$ cat config.mk
export PLATFORM = sky130hd
export DESIGN_NAME = serial_pattern_gen
export DESIGN_NICKNAME = d
export VERILOG_FILES = /design/src/rtl/serial_gen_pkg.sv /design/src/rtl/serial_gen_counter.sv /design/src/rtl/serial_pattern_gen.sv
export SDC_FILE = /design/constraint.sdc
export NUM_CORES = 1
export LEC_CHECK = 0
export ABC_AREA = 1
export BUFFER_PORTS_ARGS = -buffer_cell sky130_fd_sc_hd__buf_2
export CAP_MARGIN = 20
export CORE_ASPECT_RATIO = 2
export CORE_MARGIN = 5
export CORE_UTILIZATION = 35
export DETAILED_ROUTE_END_ITERATION = 6
export PLACE_DENSITY_LB_ADDON = 0.12
export SYNTH_ARGS = -nofsm -noshare
export SYNTH_HDL_FRONTEND = slang
export SYNTH_SLANG_ARGS = --single-unit
$ cat constraint.sdc
create_clock -name clk -period 2.54 [get_ports clk]
set_input_delay 0.254 -clock clk [delete_from_list [all_inputs] [get_ports clk]]
set_output_delay 0.254 -clock clk [all_outputs]
set_load 0.1 [all_outputs]
$ cat src/rtl/serial_gen_pkg.sv
// -----------------------------------------------------------------------------
// serial_gen_pkg
// Shared definitions for the serial pattern generator:
//   state_t     - FSM state encoding (IDLE, SHIFT, DONE)
//   DEF_MAX_LEN - default pattern register width
//   DEF_REP_W   - default pass-count field width
//   clamp_len   - limits a requested length to the pattern register width
// -----------------------------------------------------------------------------
package serial_gen_pkg;

  typedef enum logic [1:0] {
    IDLE  = 2'd0,
    SHIFT = 2'd1,
    DONE  = 2'd2
  } state_t;

  localparam int DEF_MAX_LEN = 32;
  localparam int DEF_REP_W   = 8;

  // Requests longer than the pattern register are trimmed to its width.
  function automatic int unsigned clamp_len(input int unsigned len,
                                            input int unsigned max_len);
    int unsigned res;
    if (len > max_len) begin
      res = max_len;
    end else begin
      res = len;
    end
    return res;
  endfunction

endpackage

$ cat src/rtl/serial_gen_counter.sv
// -----------------------------------------------------------------------------
// serial_gen_counter
// Loadable down-counter. A load has priority over a decrement, and the count
// saturates at zero instead of wrapping.
// Ports:
//   clk      - clock
//   rst_n    - asynchronous active-low reset (clears the count)
//   load     - load load_val on the next edge
//   load_val - value to load
//   en       - decrement on the next edge (ignored at zero)
//   count    - current count
//   tc       - terminal count, high while count == 0
// -----------------------------------------------------------------------------
module serial_gen_counter #(
  parameter int W = 8
) (
  input  logic         clk,
  input  logic         rst_n,
  input  logic         load,
  input  logic [W-1:0] load_val,
  input  logic         en,
  output logic [W-1:0] count,
  output logic         tc
);

  localparam logic [W-1:0] CNT_ZERO = {W{1'b0}};
  localparam logic [W-1:0] CNT_ONE  = {{(W-1){1'b0}}, 1'b1};

  logic [W-1:0] cnt_d;
  logic [W-1:0] cnt_q;

  // Next-count selection: load, saturating decrement, or hold.
  always_comb begin
    cnt_d = cnt_q;
    if (load) begin
      cnt_d = load_val;
    end else if (en && (cnt_q != CNT_ZERO)) begin
      cnt_d = cnt_q - CNT_ONE;
    end else begin
      cnt_d = cnt_q;
    end
  end

  // Count register.
  always_ff @(posedge clk or negedge rst_n) begin
    if (!rst_n) begin
      cnt_q <= CNT_ZERO;
    end else begin
      cnt_q <= cnt_d;
    end
  end

  assign count = cnt_q;
  assign tc    = (cnt_q == CNT_ZERO);

endmodule

$ cat src/rtl/serial_pattern_gen.sv
// -----------------------------------------------------------------------------
// serial_pattern_gen
// Shifts a parallel pattern out MSB first, one bit per clock, for a
// programmable number of passes. Supports hold (stall), abort and an
// end-of-frame pulse.
// Ports:
//   clk, reset            - clock, asynchronous active-low reset
//   load_valid/load_ready - load handshake (ready only in IDLE)
//   load_pattern          - pattern, bit load_len-1 sent first
//   load_len              - bits per pass (clamped to MAX_LEN)
//   load_repeat           - number of passes (0 behaves as 1)
//   hold                  - freeze bit index and pass count
//   abort                 - end the frame at the next edge, no frame_done
//   ser_out, ser_valid    - registered serial bit and its qualifier
//   frame_done            - registered one-cycle end-of-frame pulse
//   busy                  - high whenever the FSM is not in IDLE
// -----------------------------------------------------------------------------
module serial_pattern_gen
  import serial_gen_pkg::*;
#(
  parameter int MAX_LEN = DEF_MAX_LEN,
  parameter int LEN_W   = $clog2(MAX_LEN + 1),
  parameter int REP_W   = DEF_REP_W
) (
  input  logic               clk,
  input  logic               reset,
  input  logic               load_valid,
  output logic               load_ready,
  input  logic [MAX_LEN-1:0] load_pattern,
  input  logic [LEN_W-1:0]   load_len,
  input  logic [REP_W-1:0]   load_repeat,
  input  logic               hold,
  input  logic               abort,
  output logic               ser_out,
  output logic               ser_valid,
  output logic               frame_done,
  output logic               busy
);

  localparam logic [LEN_W-1:0] LEN_ZERO  = {LEN_W{1'b0}};
  localparam logic [LEN_W-1:0] LEN_ONE   = {{(LEN_W-1){1'b0}}, 1'b1};
  localparam logic [REP_W-1:0] PASS_ZERO = {REP_W{1'b0}};
  localparam logic [REP_W-1:0] PASS_ONE  = {{(REP_W-1){1'b0}}, 1'b1};

  state_t               state_d,      state_q;
  logic [MAX_LEN-1:0]   pat_d,        pat_q;
  logic [LEN_W-1:0]     len_d,        len_q;
  logic                 ser_out_d,    ser_out_q;
  logic                 ser_valid_d,  ser_valid_q;
  logic                 frame_done_d, frame_done_q;

  logic                 idx_load_s;
  logic [LEN_W-1:0]     idx_load_val_s;
  logic                 idx_en_s;
  logic [LEN_W-1:0]     idx_cnt_s;
  logic                 idx_tc_s;

  logic                 pass_load_s;
  logic [REP_W-1:0]     pass_load_val_s;
  logic                 pass_en_s;
  logic [REP_W-1:0]     pass_cnt_s;
  logic                 pass_tc_s;

  logic [LEN_W-1:0]     ld_len_s;
  logic [REP_W-1:0]     ld_pass_s;
  logic [MAX_LEN-1:0]   ld_shift_s;
  logic [LEN_W-1:0]     nxt_idx_s;
  logic [MAX_LEN-1:0]   run_shift_s;

  // Load-side decode: clamped length, remaining passes after the first one,
  // and the first bit to send.
  assign ld_len_s   = LEN_W'(clamp_len(32'(load_len), MAX_LEN));
  assign ld_pass_s  = (load_repeat == PASS_ZERO) ? PASS_ZERO : (load_repeat - PASS_ONE);
  assign ld_shift_s = load_pattern >> (ld_len_s - LEN_ONE);

  // The bit index counts the bit currently on ser_out; the next bit either
  // comes from a decrement or from the reload at a pass boundary.
  assign nxt_idx_s   = idx_tc_s ? (len_q - LEN_ONE) : (idx_cnt_s - LEN_ONE);
  assign run_shift_s = pat_q >> nxt_idx_s;

  serial_gen_counter #(.W(LEN_W)) u_idx_cnt (
    .clk      (clk),
    .rst_n    (reset),
    .load     (idx_load_s),
    .load_val (idx_load_val_s),
    .en       (idx_en_s),
    .count    (idx_cnt_s),
    .tc       (idx_tc_s)
  );

  serial_gen_counter #(.W(REP_W)) u_pass_cnt (
    .clk      (clk),
    .rst_n    (reset),
    .load     (pass_load_s),
    .load_val (pass_load_val_s),
    .en       (pass_en_s),
    .count    (pass_cnt_s),
    .tc       (pass_tc_s)
  );

  // FSM next state, counter controls and next values of the output registers.
  always_comb begin
    state_d         = state_q;
    pat_d           = pat_q;
    len_d           = len_q;
    ser_out_d       = 1'b0;
    ser_valid_d     = 1'b0;
    frame_done_d    = 1'b0;
    idx_load_s      = 1'b0;
    idx_load_val_s  = nxt_idx_s;
    idx_en_s        = 1'b0;
    pass_load_s     = 1'b0;
    pass_load_val_s = ld_pass_s;
    pass_en_s       = 1'b0;

    case (state_q)
      IDLE: begin
        if (load_valid) begin
          pat_d       = load_pattern;
          len_d       = ld_len_s;
          pass_load_s = 1'b1;
          if (ld_len_s == LEN_ZERO) begin
            // Empty frame: nothing to shift, still signal completion.
            state_d      = DONE;
            frame_done_d = 1'b1;
          end else begin
            state_d        = SHIFT;
            idx_load_s     = 1'b1;
            idx_load_val_s = ld_len_s - LEN_ONE;
            ser_out_d      = ld_shift_s[0];
            ser_valid_d    = 1'b1;
          end
        end else begin
          state_d = IDLE;
        end
      end

      SHIFT: begin
        if (abort) begin
          state_d = IDLE;
        end else if (hold) begin
          // Keep the last bit on the line but mark it as not live.
          ser_out_d = ser_out_q;
        end else if (idx_tc_s && pass_tc_s) begin
          state_d      = DONE;
          frame_done_d = 1'b1;
        end else begin
          idx_load_s  = idx_tc_s;
          idx_en_s    = !idx_tc_s;
          pass_en_s   = idx_tc_s && (pass_cnt_s != PASS_ZERO);
          ser_out_d   = run_shift_s[0];
          ser_valid_d = 1'b1;
        end
      end

      DONE: begin
        state_d = IDLE;
      end

      default: begin
        state_d = IDLE;
      end
    endcase
  end

  // State, pattern and output registers.
  always_ff @(posedge clk or negedge reset) begin
    if (!reset) begin
      state_q      <= IDLE;
      pat_q        <= {MAX_LEN{1'b0}};
      len_q        <= LEN_ZERO;
      ser_out_q    <= 1'b0;
      ser_valid_q  <= 1'b0;
      frame_done_q <= 1'b0;
    end else begin
      state_q      <= state_d;
      pat_q        <= pat_d;
      len_q        <= len_d;
      ser_out_q    <= ser_out_d;
      ser_valid_q  <= ser_valid_d;
      frame_done_q <= frame_done_d;
    end
  end

  assign ser_out    = ser_out_q;
  assign ser_valid  = ser_valid_q;
  assign frame_done = frame_done_q;
  assign load_ready = (state_q == IDLE);
  assign busy       = (state_q != IDLE);

endmodule

### Word level (Yosys, flattened, before mapping)

Index checks and enable logic that the tools add are counted.
Widths: inputs -> output; s select.

* bits in registers: 57
* bits of input ports: 51
* output and inout port bits: 5
* word-level logic and storage cells: 84

* add/sub/neg operators: 5
* magnitude comparators: 1
* equality and inequality tests: 3
* shift-type cells: 2
* multiplexer cells: 48
* reduce and logical (&&, ||, !) cells: 17

Operator list (number)
* $shr 32x6->1: 2
* $mux 6: 7
* $mux 1: 28
* $mux 8: 3
* $sub 6x1->6 const B: 3
* $logic_not 8->1: 2
* $sub 8x1->8 const B: 2
* $logic_not 6->1: 2
* $mux 2: 5
* $pmux 1 s2: 4
* $reduce_bool 8->1: 1
* $gt 6x6->1 const B: 1
* $ne 3x3->1 const B: 2
* $reduce_bool 2->1: 3
* $reduce_bool 6->1: 1
* $logic_and 1x1->1: 4
* $pmux 2 s2: 1
* $reduce_and 2->1: 2
* $eq 2x1->1 const B: 1
* $logic_not 2->1: 1
* $logic_not 1->1: 1

### Depth between registers and ports, before layout

* depth in word-level cells: 9
* gate-level depth with buffers: 19
* gate-level depth less buffers: 17

### Hierarchy

From an unflattened synthesis, not the netlist that was laid out.

* cell total of the unflattened synthesis: 595
* area, all modules: 3928.8 sq um

Modules (own cells, without submodules)
* serial_pattern_gen: instances 1, cells an instance 447, area an instance 2906.5 sq um, sequential area each 1076.0 sq um
* serial_gen_counter at u_pass_cnt: instances 1, cells an instance 93, area an instance 596.8 sq um, sequential area each 200.2 sq um
* serial_gen_counter at u_idx_cnt: instances 1, cells an instance 55, area an instance 425.4 sq um, sequential area each 150.1 sq um

### Least setup slack after synthesis

Ideal clock, no wire load.

* kind: register to output
* start: register state_q[0]
* end: output busy
* arrival time: 2620 ps
* required time: 2286 ps
* path slack: -334 ps
* cell stages (with the launch flop): 3
* buffers on the path: 0
* cell sequence: dfrtp_1 > nor2_1 > inv_1

* word-level cells in the longest chain between the ends: 1

Ends and longest elaborated chain
* start, declared: RTL line serial_pattern_gen.sv:45 `state_t state_d, state_q;`
* start signal, assigned: RTL line serial_pattern_gen.sv:176 `state_q <= state_d;`
* $reduce_bool 2->1: RTL line serial_pattern_gen.sv:189 `assign busy = (state_q != IDLE);`
* end, declared: RTL line serial_pattern_gen.sv:37 `output logic busy`

Every way passes these cells.

### Final worst setup path

* start: register u_idx_cnt.cnt_q[0], in the netlist u_idx_cnt.count[0]
* end: register ser_out_q, in the netlist ser_out

* word-level cells in the longest chain between the ends: 7
* elaborated cells on any way between the ends: 9
* those cells by class: 1 x add/sub; 1 x shift; 5 x mux; 2 x reduce/logical

Ends and longest elaborated chain
* start, declared: RTL line serial_gen_counter.sv:30 `logic [W-1:0] cnt_q;`
* start signal, assigned: RTL line serial_gen_counter.sv:49 `cnt_q <= cnt_d;`
* $sub 6x1->6 or $logic_not 6->1 (tied branches): RTL line serial_pattern_gen.sv:78, serial_gen_counter.sv:54
* $mux 6: RTL line serial_pattern_gen.sv:78 `assign nxt_idx_s = idx_tc_s ? (len_q - LEN_ONE) : (idx_cnt_s - LEN_ONE);`
* $shr 32x6->1: RTL line serial_pattern_gen.sv:79 `assign run_shift_s = pat_q >> nxt_idx_s;`
* $mux 1 *: RTL line serial_pattern_gen.sv:144 `end else if (idx_tc_s && pass_tc_s) begin`
* $mux 1 *: RTL line serial_pattern_gen.sv:141 `end else if (hold) begin`
* $mux 1 *: RTL line serial_pattern_gen.sv:139 `if (abort) begin`
* $pmux 1 s2 *: RTL line serial_pattern_gen.sv:116 `case (state_q)`
* end signal, assigned: RTL line serial_pattern_gen.sv:179 `ser_out_q <= ser_out_d;`
* end, declared: RTL line serial_pattern_gen.sv:48 `logic ser_out_d, ser_out_q;`

Every way passes the cells marked *; elsewhere a longest branch is shown, timed or not. The select of a mux whose other input is x is not followed.
A chain may end at the register's enable or synchronous reset.

==> results.cfg <==
[die]
fp.dieH_um = 158
die_area_sq_um = 13200
num_rows = 54
die_x_um = 83.8
fp.coreArea_sq_um = 10800
start_util_pct = 35.3
ioPinCount = 56

[clock_tree]
root_buffer = clkbuf_16
cts_tree = done
clk_latency_ps = 340
clock_path_buffers = 2
cts_sinks = 57
path_clk_slew_ps = 60
cts_buffers = 9
htreeDepth = 3

[timing]
drv_slew = 0
max_freq_mhz = 457
setup-tns-final_ps = 0
max-slew-margin-rel_pct = 51.7
rsz0062_at_grt = false
worst_pin_slew_ps = 724
setup_ws_ps = 352
fin_skew_ps = 9.37
hold_violations = 0
timing.final.crit_share_pct = 86.2
setup_viol = 0
final.min_clock_period_ps = 2190

[logic_synthesis]
yosys.area.top_type = dfrtp_1
synth.distinct_cells = 41
syn_inst = 546
synthTopCellsByArea = dfrtp_1, nand2_1, nand3_1, inv_1, o21ai_0
ys_top_cells_by_count = nand2_1, nand3_1, dfrtp_1
syn_area_per_cell_sq_um = 6.99
ys_ff_latch = 57
yosysTopAreaCellShare_pct = 37.4
ys_warn_count = 0
synth_enable_flop_cells = 0
synth_nets = 605
syn_area_sq_um = 3820
ys_seq_area_share_pct = 37.4
synth-main-ff-cell = dfrtp_1
yosysMostFrequentCell = nand2_1
synthArstFlopShare_pct = 100

[setup_path]
r2r_slack_ps = 350
critPathLaunchType = flop
critPathBufInv = 3
cpPeakStageDelay_ps = 400
crit_required_ps = 2760
cp.arrival_ps = 2410
worstRegToRegCells = 16
path_cells = inv_1 > ha_1 > nand3_2 > buf_4 > nand2_8 > inv_4 > nor2_8 > nand3_1 > nand3_1 > nand2_1 > nand2_1 > nand3_1 > nand3_1 > nand2_1 > nand2_1 > nand2_1
worstSetupEndpointType = flop
crit_family = simple AND/OR/NAND/NOR gates
crit-reg2reg-launch = u_idx_cnt.count[0]$_DFFE_PN0P_
path_common_cell = nand2_1
crit_fanout = 9
path_class = flop to flop
crit_path_top_delay_cell = dfrtp_1
timing.rr.end = ser_out$_DFFE_PN0P_

[route]
via_per_inst = 5.10
antenna_left = 0
firstDrtPassIters = 5
num_vias = 3820
routed_wl_mm = 12.0
drt-initial-drc-count = 213
route.detailed.drc = 0
wire_per_inst_um = 16.1

[placement]
pre_cts_ws_ps = 95.9
dp_hpwl_mm = 9.19
place.gp.congestion = 0.896
io_buffers = 55
post-place-cells = 732

[power_and_ir_drop]
leakage_nw = 2.35
intPower_mw = 2.87
seqPwrFrac_pct = 28.6
swShare_pct = 44.8
clkPwrFrac_pct = 23.6
power_frac_comb_pct = 47.8
ir_worst_vdd_v = 0.000417
p_sw_mw = 2.32
power_density_nw_per_um2 = 1130

[finish]
nets = 663
n_antenna_cell = 0
stdcell_count = 749
num-fill-cells = 1213
layout-drive-gt1-share_pct = 17.7
syn_to_final_growth_pct = 19.8

[run]
cap_violations = 0

[global_routing]
grt_max_degree = 46
grt-ovfl-total = 0
grt_pass1_wl_mm = 19.5
grt_pass1_vias = 3890
track_usage_pct = 18.9
grt_antenna_before_repair = 0

[hold_path]
hold_path.class = primary input to flop
hold_path_end = pat_q[24]$_DFFE_PN0P_
worstHoldPathCells = 3
hp-start = load_pattern[24]

[run_status]
status = complete, no violations
[worst register-to-register path, cell delays in order, from the launching register on]
cell	delay [ps]
dfrtp_1	400
inv_1	140
ha_1	280
nand3_2	150
buf_4	200
nand2_8	70
inv_4	40
nor2_8	150
nand3_1	130
nand3_1	90
nand2_1	60
nand2_1	50
nand3_1	60
nand3_1	100
nand2_1	60
nand2_1	50
nand2_1	50
[per-layer routing]
metal	routed length, um	global-route usage, %	vias to the layer above
met1	4460	19.4	1804
met4	414	9.51	0
met2	6810	36.6	91
li1	-	-	1898
met5	0	0	-
met3	357	2.71	27
[repair_timing]
item,CTS,global route
hold buffers,1,0
setup endpoints to repair,0,3
gates resized for setup,0,1
hold endpoints to repair,9,0
setup buffers,0,0
[cell usage in the layout, fill, tap and decap left out, drive strengths merged, types with 5 or more instances in the layout]
cell type	instances
nand2	198
nand3	94
buf	68
dfrtp	57
inv	52
o21ai	34
nor2	32
clkbuf	10
a21oi	9
ha	8
xor2	6
nor3	5
[state kept, by name, indices dropped and copies added (netlist names)]
| register | flops |
|---|---|
| state_q | 2 |
| len_q | 6 |
| u_idx_cnt.count | 6 |
| ser_valid | 1 |
| pat_q | 32 |
| frame_done | 1 |
| ser_out | 1 |
| u_pass_cnt.count | 8 |
[cell families (layout without fill, tap and decap cells)]
logic type	Yosys count	after routing	synth area share (%)
adders and majority gates	8	8	2.62
xor gates and xnor gates	10	10	2.29
DFF	57	57	37.4
and+or+nand+nor	338	338	40.2
AOI/OAI and AO/OA	59	59	9.08
buffers and inverters	74	137	8.39
[area by class of cell]
cell class | instances | area [sq um] | area share (%)
sequential | 57 | 1430 | 31.2
clock inverter | 6 | 67.6 | 1.48
multi-input combinational | 415 | 2080 | 45.5
tap | 140 | 175 | 3.83
timing repair buffer | 69 | 395 | 8.65
clock buffer | 10 | 229 | 5.01
inverter | 52 | 200 | 4.38
[power by group through the flow]
| stage | Clock [mW] | Sequential (mW) | Combinational (mW) |
|---|---|---|---|
| 3_5_place_dp | 0 | 1.49 | 2.48 |
| 2_1_floorplan | 0 | 1.47 | 1.87 |
| 6_report | 1.23 | 1.48 | 2.48 |
| 5_1_grt | 1.28 | 1.53 | 2.81 |
| 3_3_place_gp | 0 | 1.49 | 2.48 |
| 4_1_cts | 1.24 | 1.49 | 2.50 |
[how the worst max path moves through the flow]
stage,cells past startpoint,endpoint,start
after floorplan,9,u_idx_cnt.count[3]$_DFFE_PN0P_,state_q[0]$_DFFE_PN0P_
after global placement,16,ser_out$_DFFE_PN0P_,load_len[2]
after detailed placement,16,ser_out$_DFFE_PN0P_,load_len[2]
after CTS,11,u_idx_cnt.count[5]$_DFFE_PN0P_,u_pass_cnt.count[0]$_DFFE_PN0P_
after global routing,16,ser_out$_DFFE_PN0P_,u_idx_cnt.count[0]$_DFFE_PN0P_
final,16,ser_out$_DFFE_PN0P_,u_idx_cnt.count[0]$_DFFE_PN0P_
[stage by stage]
stage / power (mW) / instance area (sq um) / hold WS [ps] / utilization [%]
2_1_floorplan: 3.34 / 3820 / -41.6 / -
3_3_place_gp: 3.97 / 4260 / 346 / 39.4
3_5_place_dp: 3.97 / 4260 / 351 / 39.4
4_1_cts: 5.23 / 4570 / 121 / 42.2
5_1_grt: 5.62 / 4570 / 136 / 42.3
6_report: 5.19 / 4570 / 127 / 42.3
Power figures use the tool's default switching activity.
